File: src/rtl/uart_pkg.sv
// Shared UART definitions: FSM state encoding, frame geometry and baud-divisor helper.
package uart_pkg;

  localparam int unsigned UART_DATA_BITS = 8;
  localparam logic        IDLE_LEVEL     = 1'b1;
  localparam logic        START_LEVEL    = 1'b0;

  typedef enum logic [3:0] {
    S_IDLE  = 4'b0001,
    S_START = 4'b0010,
    S_DATA  = 4'b0100,
    S_STOP  = 4'b1000
  } uart_state_e;

  function automatic int unsigned calc_clks_per_bit(input int unsigned clk_freq,
                                                    input int unsigned baud_rate);
    return clk_freq / baud_rate;
  endfunction

endpackage

File: src/rtl/uart_tx_if.sv
// Handshake between the transmit-control FSM (master) and the UART transmitter (slave).
interface uart_tx_if;
  import uart_pkg::*;

  logic                      tx_start;
  logic [UART_DATA_BITS-1:0] byte_to_send;
  logic                      busy;
  logic                      end_of_byte;

  modport master (output tx_start, byte_to_send, input busy, end_of_byte);
  modport slave  (input tx_start, byte_to_send, output busy, end_of_byte);
endinterface

File: src/rtl/uart_baud_tick.sv
// Free-running bit-period counter; tick marks the last clock of each bit period.
module uart_baud_tick #(
  parameter int unsigned CLKS_PER_BIT = 868
) (
  input  logic clk,
  input  logic reset,
  input  logic restart,
  output logic tick
);

  localparam int unsigned         CNT_W = $clog2(CLKS_PER_BIT);
  localparam logic [CNT_W-1:0]    LAST  = CNT_W'(CLKS_PER_BIT - 1);

  logic [CNT_W-1:0] cnt;

  always_ff @(posedge clk or negedge reset) begin
    if (!reset) begin
      cnt <= '0;
    end else if (restart || cnt == LAST) begin
      cnt <= '0;
    end else begin
      cnt <= cnt + 1'b1;
    end
  end

  assign tick = (cnt == LAST);

endmodule

File: src/rtl/uart_tx.sv
// 8N1/8N2 UART transmitter: one-cycle start strobe in, registered serial line and
// end-of-byte pulse out.
module uart_tx
  import uart_pkg::*;
#(
  parameter int unsigned CLK_FREQ  = 100_000_000,
  parameter int unsigned BAUD_RATE = 115200,
  parameter int unsigned STOP_BITS = 1
) (
  input  logic      clk,
  input  logic      reset,
  uart_tx_if.slave  ctrl,
  output logic      tx
);

  localparam int unsigned CLKS_PER_BIT = calc_clks_per_bit(CLK_FREQ, BAUD_RATE);

  if (CLKS_PER_BIT < 2) begin : g_bad_baud
    $error("uart_tx: CLK_FREQ/BAUD_RATE must be at least 2");
  end
  if (STOP_BITS != 1 && STOP_BITS != 2) begin : g_bad_stop
    $error("uart_tx: STOP_BITS must be 1 or 2");
  end

  uart_state_e               state, state_n;
  logic [UART_DATA_BITS-1:0] shreg, shreg_n;
  logic [2:0]                bit_idx, bit_idx_n;
  logic                      stop_cnt, stop_cnt_n;
  logic                      tx_n, busy_n, eob_n;
  logic                      restart, tick, stop_last, data_last;

  assign stop_last = (stop_cnt == 1'(STOP_BITS - 1));
  assign data_last = (bit_idx == 3'(UART_DATA_BITS - 1));

  uart_baud_tick #(.CLKS_PER_BIT(CLKS_PER_BIT)) u_baud (
    .clk     (clk),
    .reset   (reset),
    .restart (restart),
    .tick    (tick)
  );

  always_ff @(posedge clk or negedge reset) begin
    if (!reset) begin
      state            <= S_IDLE;
      shreg            <= '0;
      bit_idx          <= '0;
      stop_cnt         <= '0;
      tx               <= IDLE_LEVEL;
      ctrl.busy        <= 1'b0;
      ctrl.end_of_byte <= 1'b0;
    end else begin
      state            <= state_n;
      shreg            <= shreg_n;
      bit_idx          <= bit_idx_n;
      stop_cnt         <= stop_cnt_n;
      tx               <= tx_n;
      ctrl.busy        <= busy_n;
      ctrl.end_of_byte <= eob_n;
    end
  end

  always_comb begin
    state_n = S_IDLE;
    case (state)
      S_IDLE:  state_n = ctrl.tx_start ? S_START : S_IDLE;
      S_START: state_n = tick ? S_DATA : S_START;
      S_DATA:  state_n = (tick && data_last) ? S_STOP : S_DATA;
      S_STOP:  state_n = (tick && stop_last) ? S_IDLE : S_STOP;
      default: state_n = S_IDLE;
    endcase
  end

  // tx is the registered next level, so each branch loads the level for the
  // cycle after the edge: shreg[1] is the bit that becomes bit 0 after the shift.
  always_comb begin
    tx_n       = IDLE_LEVEL;
    busy_n     = 1'b1;
    eob_n      = 1'b0;
    shreg_n    = shreg;
    bit_idx_n  = bit_idx;
    stop_cnt_n = stop_cnt;
    restart    = 1'b0;
    case (state)
      S_IDLE: begin
        busy_n = 1'b0;
        if (ctrl.tx_start) begin
          shreg_n    = ctrl.byte_to_send;
          bit_idx_n  = '0;
          stop_cnt_n = '0;
          restart    = 1'b1;
          tx_n       = START_LEVEL;
          busy_n     = 1'b1;
        end
      end
      S_START: begin
        tx_n = START_LEVEL;
        if (tick) begin
          tx_n      = shreg[0];
          bit_idx_n = '0;
        end
      end
      S_DATA: begin
        tx_n = shreg[0];
        if (tick) begin
          if (data_last) begin
            tx_n = IDLE_LEVEL;
          end else begin
            shreg_n   = shreg >> 1;
            bit_idx_n = bit_idx + 3'd1;
            tx_n      = shreg[1];
          end
        end
      end
      S_STOP: begin
        if (tick) begin
          if (stop_last) begin
            eob_n  = 1'b1;
            busy_n = 1'b0;
          end else begin
            stop_cnt_n = stop_cnt + 1'b1;
          end
        end
      end
      default: begin
        busy_n = 1'b0;
      end
    endcase
  end

endmodule

File: src/flat_wrapper.sv
// flat-port wrapper written by rule: the top's interface ports become plain ports
module uart_tx_flat import uart_pkg::*;
#(
  parameter int unsigned CLK_FREQ  = 100_000_000,
  parameter int unsigned BAUD_RATE = 115200,
  parameter int unsigned STOP_BITS = 1
)
  (clk, reset, tx, ctrl_tx_start, ctrl_byte_to_send, ctrl_busy, ctrl_end_of_byte);
  uart_tx_if ctrl_i ();
  input  logic clk;
  input  logic reset;
  output logic tx;
  input wire logic [$bits(ctrl_i.tx_start)-1:0] ctrl_tx_start;
  input wire logic [$bits(ctrl_i.byte_to_send)-1:0] ctrl_byte_to_send;
  output wire logic [$bits(ctrl_i.busy)-1:0] ctrl_busy;
  output wire logic [$bits(ctrl_i.end_of_byte)-1:0] ctrl_end_of_byte;
  assign ctrl_i.tx_start = ctrl_tx_start;
  assign ctrl_i.byte_to_send = ctrl_byte_to_send;
  assign ctrl_busy = ctrl_i.busy;
  assign ctrl_end_of_byte = ctrl_i.end_of_byte;
  uart_tx #(.CLK_FREQ(CLK_FREQ), .BAUD_RATE(BAUD_RATE), .STOP_BITS(STOP_BITS)) u_core (.clk(clk), .reset(reset), .ctrl(ctrl_i), .tx(tx));
endmodule
File: config.mk
export PLATFORM = sky130hd
export DESIGN_NAME = uart_tx_flat
export DESIGN_NICKNAME = d
export VERILOG_FILES = /design/src/rtl/uart_pkg.sv /design/src/rtl/uart_tx_if.sv /design/src/rtl/uart_baud_tick.sv /design/src/rtl/uart_tx.sv /design/src/flat_wrapper.sv
export SDC_FILE = /design/constraint.sdc
export NUM_CORES = 1
export LEC_CHECK = 0
export BUFFER_PORTS_ARGS = -buffer_cell sky130_fd_sc_hd__buf_2
export CAP_MARGIN = 10
export CORE_MARGIN = 4
export CORE_UTILIZATION = 40
export DETAILED_ROUTE_END_ITERATION = 7
export SLEW_MARGIN = 20
export SYNTH_ARGS = -nofsm -noshare
export SYNTH_HDL_FRONTEND = slang
export SYNTH_SLANG_ARGS = --single-unit
File: constraint.sdc
create_clock -name clk -period 2.4 [get_ports clk]
set_input_delay 0.36 -clock clk [delete_from_list [all_inputs] [get_ports clk]]
set_output_delay 0.36 -clock clk [all_outputs]
set_load 0.01 [all_outputs]
==> results.yml <==
outcome:
  outcome: "finished clean"
pwr:
  power_frac_clock_pct: 33.8
  p_int_mw: 0.593
  max-vdd-ir-drop_v: 0.000223
  fin_total_pwr_mw: 0.747
  p_sw_mw: 0.154
  p_per_area_nw_per_um2: 455
  cellLeakagePower_nw: 0.720
  netSwitchingFraction_pct: 20.6
  p_seq_share_pct: 63.1
  combPwrFrac_pct: 3.1
route:
  num_vias: 1044
  drt_iter0_drc: 60
  post-route-drc-count: 0
  routed_wl_um: 2730
  final_antenna_net_count: 0
  first_pass_iters: 4
  avgViaCountPerCell: 5.49
  wire_per_inst_um: 14.4
final_layout:
  nNetsFinal: 160
  layout-drive-gt1-share_pct: 22.9
  final_cell_count_no_fill: 190
  num_antenna_cells: 0
  area_delta_synth_final_pct: 9.33
  fill_cells: 340
  final_util_pct: 47.3
  finalInstanceArea_um2: 1640
clocking:
  clock_latency_ns: 0.27
  htreeDepth: 1
  cts_resized: 0
  cts_buffer_depth: 2
  cts-root-buf: "clkbuf_8"
  ctsHoldBuffers: 0
  cts_tree: "built"
  cts.sinks: 28
  cts_buffers: 3
  post_cts_buffers: 0
  clk_pin_slew_ns: 0.09
sta:
  setup_viol: 0
  hold_slack_ns: 0.0956
  final.setup.worst_slack_ns: 0.387
  tightest_slew_ns: 0.624
  finClkSkew_ns: 0.00311
  finalSetupTns_ns: 0
  relSlewSlack_pct: 58.4
  period_minus_slack_ns: 2.01
  period_share_pct: 83.9
  rsz0062_at_grt: "false"
  hold_violations: 0
  max_freq_mhz: 497
  slew_violations: 0
logic_synthesis:
  syn_area_um2: 1500
  synth-edff-count: 0
  synthAdderAreaFrac_pct: 2.50
  ys_seq_area_share_pct: 46.8
  yosys.area_share.simple_pct: 21.3
  synth_compound_area_share_pct: 17.4
  synthMuxAreaShare_pct: 3.67
  netlist_instances: 132
  ys_warn_count: 0
  synth_xor_area_share_pct: 5.25
  synth_top_family_by_area: "simple AND/OR/NAND/NOR gates"
  synth-async-reset-ratio_pct: 100
  syn_nets: 146
  synth_seq_cells: 28
  avgSynthCellArea_um2: 11.4
  synth_flop_cell: "dfrtp_1"
  yosysUniqueCellTypes: 45
worst_setup_path:
  slowest_delay_ns: 0.41
  cp-start-kind: "register"
  cp_max_fo: 5
  required_ns: 2.57
  critPathMostFrequentCell: "ha_1"
  crit_slowest_cell: "dfrtp_1"
  crit_family: "adder cells"
  critPathBufInv: 0
  path_cells: "ha_1, ha_1, or3_1, a221o_1, mux2_4"
  criticalPathCategory: "register to register"
  endpoint_kind: "register"
  worstPathArrival_ns: 2.18
place:
  place_area_um2: 1600
  hpwl_um: 2010
  dpl.cell_count: 187
  numPortBuffers: 13
  place.gp.congestion: 0.806
  place_ws_ns: 0.401
worst_hold_path:
  min_path_type: "input port to async pin"
die:
  dieArea_um2: 4800
  die_w_um: 69.3
  ios: 14
  coreArea_um2: 3470
  rows: 21
  initial_core_util_pct: 43.3
  die_y_um: 69.3
global_route:
  grt.overflow.total: 0
  antenna_found_initial: 0
  grt_pass1_vias: 1081
  grt_max_degree: 29
  grt_pass1_wl_um: 4930
  grt_use_total_pct: 12.2
flow_run:
  maxCapViolCount: 0
-- logic make-up (layout without fill, tap and decap cells) --
logic type	count (synthesis)	count (layout)
multiplexers	5	5
AO/OA/AOI/OAI	28	28
flip-flops	28	28
AND/OR/NAND/NOR	50	50
buffers and inverters	9	21
XOR/XNOR	9	9
adder cells (fa/ha/maj)	3	3
-- final timing paths --
| path | from | endpoint | slack [ns] | cells after the start |
|---|---|---|---|---|
| setup reg to reg | u_core.bit_idx[0] | u_core.bit_idx[0] | 0.39 | 5 |
| setup / recovery | u_core.bit_idx[0] | u_core.bit_idx[0] | 0.39 | 5 |
| max in group asynchronous | reset | u_core.state[3] | 1.89 | 1 |
| min in group clk | ctrl_byte_to_send[7] | u_core.shreg[7] | 0.37 | 3 |
| hold reg to reg | u_core.u_baud.cnt[0] | u_core.u_baud.cnt[0] | 0.49 | 1 |
| hold / removal | reset | u_core.state[1] | 0.1 | 1 |
-- power groups by stage --
| stage | Clock (mW) | Combinational [mW] | Sequential, mW |
|---|---|---|---|
| floorplan | 0 | 0.00549 | 0.481 |
| global placement | 0 | 0.0234 | 0.481 |
| detailed placement | 0 | 0.0240 | 0.481 |
| CTS | 0.262 | 0.0240 | 0.472 |
| global route | 0.277 | 0.0269 | 0.472 |
| finish | 0.253 | 0.0228 | 0.472 |
-- area by class of cell --
class	instances	area, µm²	area share [%]
clock buffer	3	41.3	2.52
inverter	4	15.0	0.915
multi-input combinational	95	752	45.8
timing repair buffer	14	72.6	4.42
sequential	28	703	42.8
tap	46	57.6	3.51
-- layer usage --
metal | track usage [%] | vias to the layer above | share of wire, % | wire (µm)
met1 | 17.3 | 516 | 50 | 1370
met3 | 2.90 | 4 | 4.1 | 112
met5 | 0 | - | 0 | 0
met4 | 2.60 | 0 | 0.81 | 22
li1 | - | 509 | - | -
met2 | 18.8 | 15 | 45 | 1220
-- state kept, by name (all words and copies together), names as in the netlist --
| name | count |
|---|---|
| u_core.ctrl.busy | 1 |
| u_core.state | 4 |
| u_core.tx | 1 |
| u_core.shreg | 8 |
| u_core.u_baud.cnt | 10 |
| u_core.bit_idx | 3 |
| u_core.ctrl.end_of_byte | 1 |
-- synthesized netlist by cell type, types with 2 or more instances --
| cell type | n | area, µm² |
|---|---|---|
| dfrtp_1 | 26 | 651 |
| nor2_1 | 17 | 63.8 |
| nand2_1 | 8 | 30.0 |
| o22ai_1 | 8 | 50.1 |
| xnor2_1 | 7 | 61.3 |
| a2bb2oi_2 | 6 | 90.1 |
| inv_1 | 4 | 15.0 |
| mux2i_1 | 4 | 40.0 |
| nand3_1 | 4 | 20.0 |
| o21ai_0 | 4 | 20.0 |
| ha_1 | 3 | 37.5 |
| or4b_1 | 3 | 30.0 |
| dfstp_2 | 2 | 52.6 |
| nand2b_1 | 2 | 12.5 |
| nor4_1 | 2 | 12.5 |
| o2bb2ai_1 | 2 | 17.5 |
| xor2_1 | 2 | 17.5 |
-- cell usage in the layout, fill, tap and decap left out, types with 2 or more instances in the layout --
cell,Yosys,routed
a2bb2oi_2,6,6
buf_2,1,13
clkbuf_8,0,3
dfrtp_1,26,26
dfstp_2,2,2
ha_1,3,3
inv_1,4,4
mux2i_1,4,4
nand2_1,8,8
nand2b_1,2,2
nand3_1,4,4
nor2_1,17,17
nor4_1,2,2
o21ai_0,4,4
o22ai_1,8,8
o2bb2ai_1,2,2
or4b_1,3,3
xnor2_1,7,7
xor2_1,2,2
(Power assumes the default switching activity.)
